### config.mk
export PLATFORM = sky130hd
export DESIGN_NAME = can_id_gen
export DESIGN_NICKNAME = d
export VERILOG_FILES = /design/src/rtl/can_id_gen_pkg.sv /design/src/rtl/can_id_gen_lfsr.sv /design/src/rtl/can_id_gen.sv
export SDC_FILE = /design/constraint.sdc
export NUM_CORES = 1
export LEC_CHECK = 0
export ABC_AREA = 1
export CORE_ASPECT_RATIO = 0.5
export CORE_MARGIN = 4
export CORE_UTILIZATION = 55
export DETAILED_ROUTE_END_ITERATION = 6
export GPL_ROUTABILITY_DRIVEN = 0
export GPL_TIMING_DRIVEN = 0
export PLACE_DENSITY = 0.76
export REMOVE_ABC_BUFFERS = 1
export SYNTH_ARGS = -nofsm -noshare
export SYNTH_HDL_FRONTEND = slang
export SYNTH_HIERARCHICAL = 1
export SYNTH_SLANG_ARGS = --single-unit
### constraint.sdc
create_clock -name clk -period 3.3 [get_ports clk]
set_clock_uncertainty 0.1 [all_clocks]
set_input_delay 0.99 -clock clk [delete_from_list [all_inputs] [get_ports clk]]
set_output_delay 0.99 -clock clk [all_outputs]
set_load 0.03 [all_outputs]
### src/rtl/can_id_gen_pkg.sv
// Shared types and constants for the CAN ID traffic generator.
package can_id_gen_pkg;

    typedef enum logic [1:0] {
        S_IDLE,
        S_DRAW,
        S_EMIT,
        S_GAP
    } state_t;

    localparam logic [15:0] LFSR_MASK    = 16'hB400;
    localparam logic [15:0] DEFAULT_SEED = 16'hACE1;

    // Bits of LFSR state needed to index a population of popsize IDs.
    function automatic int idx_width(input int popsize);
        return (popsize <= 2) ? 1 : $clog2(popsize);
    endfunction

endpackage

### src/rtl/can_id_gen_lfsr.sv
// 16-bit right-shifting Galois LFSR; seed loads on reset, steps when adv is high.
// next_value is the state the register takes on the next advance.
module can_id_gen_lfsr
    import can_id_gen_pkg::*;
(
    input  logic        clk,
    input  logic        rst,
    input  logic [15:0] seed,
    input  logic        adv,
    output logic [15:0] next_value
);

    logic [15:0] value;
    logic [15:0] seed_eff;

    // An all-zero state would lock the LFSR up.
    assign seed_eff   = (seed == 16'h0000) ? DEFAULT_SEED : seed;
    assign next_value = value[0] ? ((value >> 1) ^ LFSR_MASK) : (value >> 1);

    always_ff @(posedge clk) begin
        if (rst) begin
            value <= seed_eff;
        end else if (adv) begin
            value <= next_value;
        end
    end

endmodule

### src/rtl/can_id_gen.sv
// CAN ID traffic source: one ID per data_rdy pulse, pseudo-random normal IDs plus periodic attack IDs.
// First pulse two cycles after start at the earliest; CAN_ID_GEN_BURST_EN adds a frame_limit input.
module can_id_gen
    import can_id_gen_pkg::*;
#(
    parameter int ID_WIDTH      = 11,
    parameter int POPSIZE       = 100,
    parameter int BASE_ID       = 'h100,
    parameter int GAP           = 4,
    parameter int ATTACK_ID     = 'h000,
    parameter int ATTACK_PERIOD = 4,
    parameter int LFSR_SEED     = 'hACE1
) (
    input  logic                clk,
    input  logic                rst,
    input  logic                start,
    input  logic                stop,
    input  logic                attack_en,
`ifdef CAN_ID_GEN_BURST_EN
    input  logic [15:0]         frame_limit,
`endif
    output logic [ID_WIDTH-1:0] ID_out,
    output logic                data_rdy,
    output logic                attack_flag,
    output logic                busy,
    output logic [15:0]         frame_cnt
);

    localparam int                IDX_W    = idx_width(POPSIZE);
    localparam logic [15:0]       IDX_MASK = 16'((1 << IDX_W) - 1);
    localparam logic [15:0]       POP16    = 16'(POPSIZE);
    localparam logic [ID_WIDTH-1:0] BASE_V   = ID_WIDTH'(BASE_ID);
    localparam logic [ID_WIDTH-1:0] ATTACK_V = ID_WIDTH'(ATTACK_ID);
    localparam logic [15:0]       PER_LAST = 16'(ATTACK_PERIOD - 1);
    localparam logic [15:0]       GAP_LAST = (GAP > 0) ? 16'(GAP - 1) : 16'd0;

    state_t      state;
    logic [15:0] per_cnt;
    logic [15:0] gap_cnt;
    logic        stop_pend;
    logic [15:0] lfsr_next;
    logic [15:0] cand;
    logic        attack_slot;
    logic        lfsr_adv;
    logic        stop_now;
    logic        limit_hit;

    assign cand        = lfsr_next & IDX_MASK;
    assign attack_slot = attack_en && (per_cnt == PER_LAST);
    // Every non-attack DRAW cycle consumes one LFSR step, accepted or not.
    assign lfsr_adv    = (state == S_DRAW) && !attack_slot;
    assign stop_now    = stop || stop_pend;

`ifdef CAN_ID_GEN_BURST_EN
    assign limit_hit = (frame_limit != 16'd0) && ((frame_cnt + 16'd1) == frame_limit);
`else
    assign limit_hit = 1'b0;
`endif

    can_id_gen_lfsr u_lfsr (
        .clk        (clk),
        .rst        (rst),
        .seed       (16'(LFSR_SEED)),
        .adv        (lfsr_adv),
        .next_value (lfsr_next)
    );

    always_ff @(posedge clk) begin
        if (rst) begin
            state       <= S_IDLE;
            ID_out      <= '0;
            data_rdy    <= 1'b0;
            attack_flag <= 1'b0;
            busy        <= 1'b0;
            frame_cnt   <= 16'd0;
            per_cnt     <= 16'd0;
            gap_cnt     <= 16'd0;
            stop_pend   <= 1'b0;
        end else begin
            data_rdy    <= 1'b0;
            attack_flag <= 1'b0;
            if ((state != S_IDLE) && stop) begin
                stop_pend <= 1'b1;
            end
            case (state)
                S_IDLE: begin
                    if (start && !stop) begin
                        state     <= S_DRAW;
                        busy      <= 1'b1;
                        frame_cnt <= 16'd0;
                        per_cnt   <= 16'd0;
                        stop_pend <= 1'b0;
                    end
                end
                S_DRAW: begin
                    if (attack_slot) begin
                        ID_out      <= ATTACK_V;
                        attack_flag <= 1'b1;
                        data_rdy    <= 1'b1;
                        state       <= S_EMIT;
                    end else if (cand < POP16) begin
                        ID_out   <= BASE_V + ID_WIDTH'(cand);
                        data_rdy <= 1'b1;
                        state    <= S_EMIT;
                    end
                end
                S_EMIT: begin
                    frame_cnt <= frame_cnt + 16'd1;
                    per_cnt   <= (per_cnt == PER_LAST) ? 16'd0 : per_cnt + 16'd1;
                    gap_cnt   <= 16'd0;
                    if (limit_hit) begin
                        stop_pend <= 1'b1;
                    end
                    if (GAP > 0) begin
                        state <= S_GAP;
                    end else if (stop_now || limit_hit) begin
                        state <= S_IDLE;
                        busy  <= 1'b0;
                    end else begin
                        state <= S_DRAW;
                    end
                end
                S_GAP: begin
                    gap_cnt <= gap_cnt + 16'd1;
                    if (gap_cnt == GAP_LAST) begin
                        if (stop_now) begin
                            state <= S_IDLE;
                            busy  <= 1'b0;
                        end else begin
                            state <= S_DRAW;
                        end
                    end
                end
                default: begin
                    state <= S_IDLE;
                    busy  <= 1'b0;
                end
            endcase
        end
    end

endmodule

# Yosys cells after proc, flatten, opt, wreduce, memory -nomap -nowiden
# Index checks and enable logic that the tools add are counted.
# totals
register_bits	81
in_bits	5
out_inout_bits	30
# op_classes
mux	24
n_reduce_logical	18
eq_ne	9
addsub	4
magnitude_cmp	1
n_bitwise	2
# ops
op	n
$pmux 16 s2	3
$add 16x1->16 const B	3
$mux 16	3
$eq 16x2->1 const B	2
$mux 11	2
$add 9x7->10 const A	1
$mux 1	10
$reduce_bool 2->1	5
$mux 2	4
$pmux 2 s4	1
$lt 7x7->1 const B	1
$ne 2x2->1 const B	3
$eq 2x2->1 const B	2
$logic_and 1x1->1	4
$not 3->4	1
$reduce_and 2->1	2
$reduce_and 4->1	1
$ne 3x2->1 const B	1
$reduce_and 3->1	1
$eq 2x1->1 const B	1
$logic_not 1->1	2
$logic_not 2->1	1
$pmux 1 s2	1
$reduce_or 2->1	1
2 further kinds	2

# Depth between registers and ports, before layout
# logic_depth
word_depth	6
ltp_mapped	12

# Cells and area by module
# Netlist, hierarchy kept.
# by_module_without_submodules
mod	area_each_um2	seq_area_each_um2	n_inst	cells_per_inst
can_id_gen	3251.9	1241.2	1	488
can_id_gen_lfsr	894.6	480.5	1	100

# Least setup slack after synthesis
# No wires, ideal clock.
# synth_timing
kind	input port to flip-flop
start	in attack_en
end	reg u_lfsr.value[0], enable pin
path_stages	4
path_buffers	0
slack_ns	1.256
t_required_ns	2.909
setup_ns	0.291
arrival_time_ns	1.653
path_cell_list	nand3_1 -> nand2_1 -> inv_2 -> or2_2
# synth_between
elab_chain_cells	3
# synth_rtl
element	line_no	rtl
start: declaration	can_id_gen.sv:18	input logic attack_en,
$logic_and 1x1->1	can_id_gen.sv:49	assign attack_slot = attack_en && (per_cnt == PER_LAST);
$logic_not 1->1	can_id_gen.sv:51	assign lfsr_adv = (state == S_DRAW) && !attack_slot;
$logic_and 1x1->1	can_id_gen.sv:51	
net lfsr_adv	can_id_gen.sv:44	logic lfsr_adv;
end signal: assignment	can_id_gen_lfsr.sv:24	value <= next_value;
end: declaration	can_id_gen_lfsr.sv:13	logic [15:0] value;
# The timed path passes the listed nets, and every way through them passes these cells.
# A chain may end at the register's enable or synchronous reset.

# Worst setup path after layout
# layout_timing
start	reg frame_cnt[5]
end	out frame_cnt[5]
# layout_lines
element	line_no	rtl
start: declaration	can_id_gen.sv:26	output logic [15:0] frame_cnt
start signal: assignment	can_id_gen.sv:108	frame_cnt <= frame_cnt + 16'd1;
# No word-level cell between the ends.

==> flow_summary.yaml <==
status:
  status: "complete, no violations"
floorplanning:
  pin_count: 35
  die-area_um2: 8986
  die_x_um: 130.1
  die_h_um: 69.06
  start_util: 0.5890
  coreArea_um2: 6963
  num_rows: 21
finish:
  fill_cells: 580
  syn_to_final_growth_pct: 16.72
  layout.cells.non_filler: 733
  drive_gt1_frac: 0.07176
  final_area_um2: 4787
  postLayoutCoreUtil: 0.6875
  fin_nets: 648
  antenna_cells: 0
job:
  cap_violations: 0
sta:
  setup_viol: 0
  rsz0062_at_grt: "false"
  tightest_slew_ns: 0.7673
  whs_ns: 0.3629
  min_period_ns: 2.635
  timing.final.hold_violations: 0
  slew_viol_final: 0
  slew_headroom: 0.4884
  post-route-period-util: 0.7984
  setup_slack_ns: 0.6653
  fmax_ghz: 0.3796
worst_setup_path:
  cpMaxStageDelayCell: "clkdlybuf4s50_1"
  path_delay_family: "buffers and inverters"
  end_kind: "primary output"
  crit_chain: "clkdlybuf4s50_1"
  critPathKind: "reg2out"
  cp-start-kind: "flop"
  r2r_slack_ns: 0.93
  worst-path-buf-inv: 1
  arrival_ns: 1.54
  path_max_fanout: 8
  slowest_delay_ns: 0.73
  crit_path_start: "frame_cnt[5]"
  critical_path_required_ns: 2.21
  reg2reg_from: "state[0]"
cts:
  ctsResizeCount: 0
  hold_buffers: 0
  clk-insertion-delay-late_ns: 0.34
  cts_buffers: 9
  cts.sink_count: 78
  clock_path_buffers: 2
  ctsRootBufferMaster: "clkbuf_16"
  htreeDepth: 3
  cts_tree: "built"
  cts_setup_buffers: 0
  path_clk_slew_ns: 0.05
pwr:
  power_leakage_nw: 1.861
  power.density_nw_per_um2: 585.0
  worst_ir_drop_vdd_mv: 0.3559
drt:
  viasPerCell: 5.041
  drtAntennaViolNets: 0
  drt-initial-drc-count: 309
  vias: 3695
  drc: 0
  wirelength_um: 8330
  wl_per_cell_um: 11.36
  first_pass_iters: 5
placement:
  place_ws_ns: 0.3286
  post_dp_cell_area_um2: 4504
  numPortBuffers: 31
  dpl.hpwl_um: 5736
  dp.cells: 717
grt:
  grt_overflow: 0
  first_global_vias: 3267
  antenna_found_initial: 0
  grt_max_degree: 43
  grt_first_pass_wirelength_um: 14490
  track_usage: 0.1955
hold_path:
  worstHoldStart: "ID_out[8]"
  hold_class: "reg2reg"
logic_synthesis:
  synth_cells: 582
  yosysWarnings: 6
  avgSynthCellArea_um2: 7.047
  netlist_area_um2: 4101
## final timing paths
path	to	cells past startpoint
setup / recovery	frame_cnt[5]	1
hold / removal	ID_out[8]	2
setup reg to reg	frame_cnt[7]	9
hold reg to reg	ID_out[8]	2
## metal layers
| layer | GRT usage | wire length [µm] | share of wire | vias to the layer above |
|---|---|---|---|---|
| li1 | - | - | - | 1965 |
| met1 | 0.2587 | 3972 | 0.48 | 1641 |
| met2 | 0.3110 | 3834 | 0.46 | 82 |
| met3 | 0.05556 | 433 | 0.052 | 7 |
| met4 | 0.05645 | 89 | 0.011 | 0 |
| met5 | 0 | 0 | 0 | - |
## placed cells by master, fill, tap and decap left out, types with 3 or more instances in the layout
cell type          n
clkbuf_16          9
inv_2              8
xor2_1             3
o21a_1             4
a21oi_1           56
conb_1            35
o21bai_1           3
nor3_1            16
nor3_2             3
dfxtp_1           62
nand2_1          140
nor2_2             4
o211ai_1           3
ha_1               7
nor2_1            95
clkinv_2           4
o21ai_0           12
edfxtp_1          16
clkdlybuf4s50_1   30
nand2_2            8
nand4_1           11
inv_1             50
nand3_1           37
## sequential cells by signal (all words and copies together) (netlist names)
register	count
ID_out	8
frame_cnt	16
state	2
stop_pend	1
busy	1
data_rdy	1
gap_cnt	16
u_lfsr/value	16
per_cnt	16
attack_flag	1
## power by group
group          internal [mW]  leakage (nW)  switching, mW
registers               1.09         0.660         0.0637
logic                  0.214          1.06          0.481
clock network          0.580         0.143          0.367
## per-stage QoR
stage          TNS (ns)  power, mW
2_1_floorplan         0      1.661
3_3_place_gp     -32.67      1.871
5_1_grt               0      2.974
6_report              0      2.801
3_5_place_dp          0      1.876
4_1_cts               0      2.832
## final cells by class
type                    instances  area, µm²  area share
clock buffers                  11      232.7     0.04861
clock inverters                 5      50.05     0.01045
inverters                      58      217.7     0.04548
multi-input cells             458       2145      0.4480
flip-flops and latches         78       1722      0.3596
well taps                      92      115.1     0.02405
repair buffers                 31      305.3     0.06377
## tightest hold or removal path, cell delays in order, from the launching register on
cell and delay [ns]:
dfxtp_1 0.31, nand2_1 0.06, a21oi_1 0.05
Power figures use the tool's default switching activity.
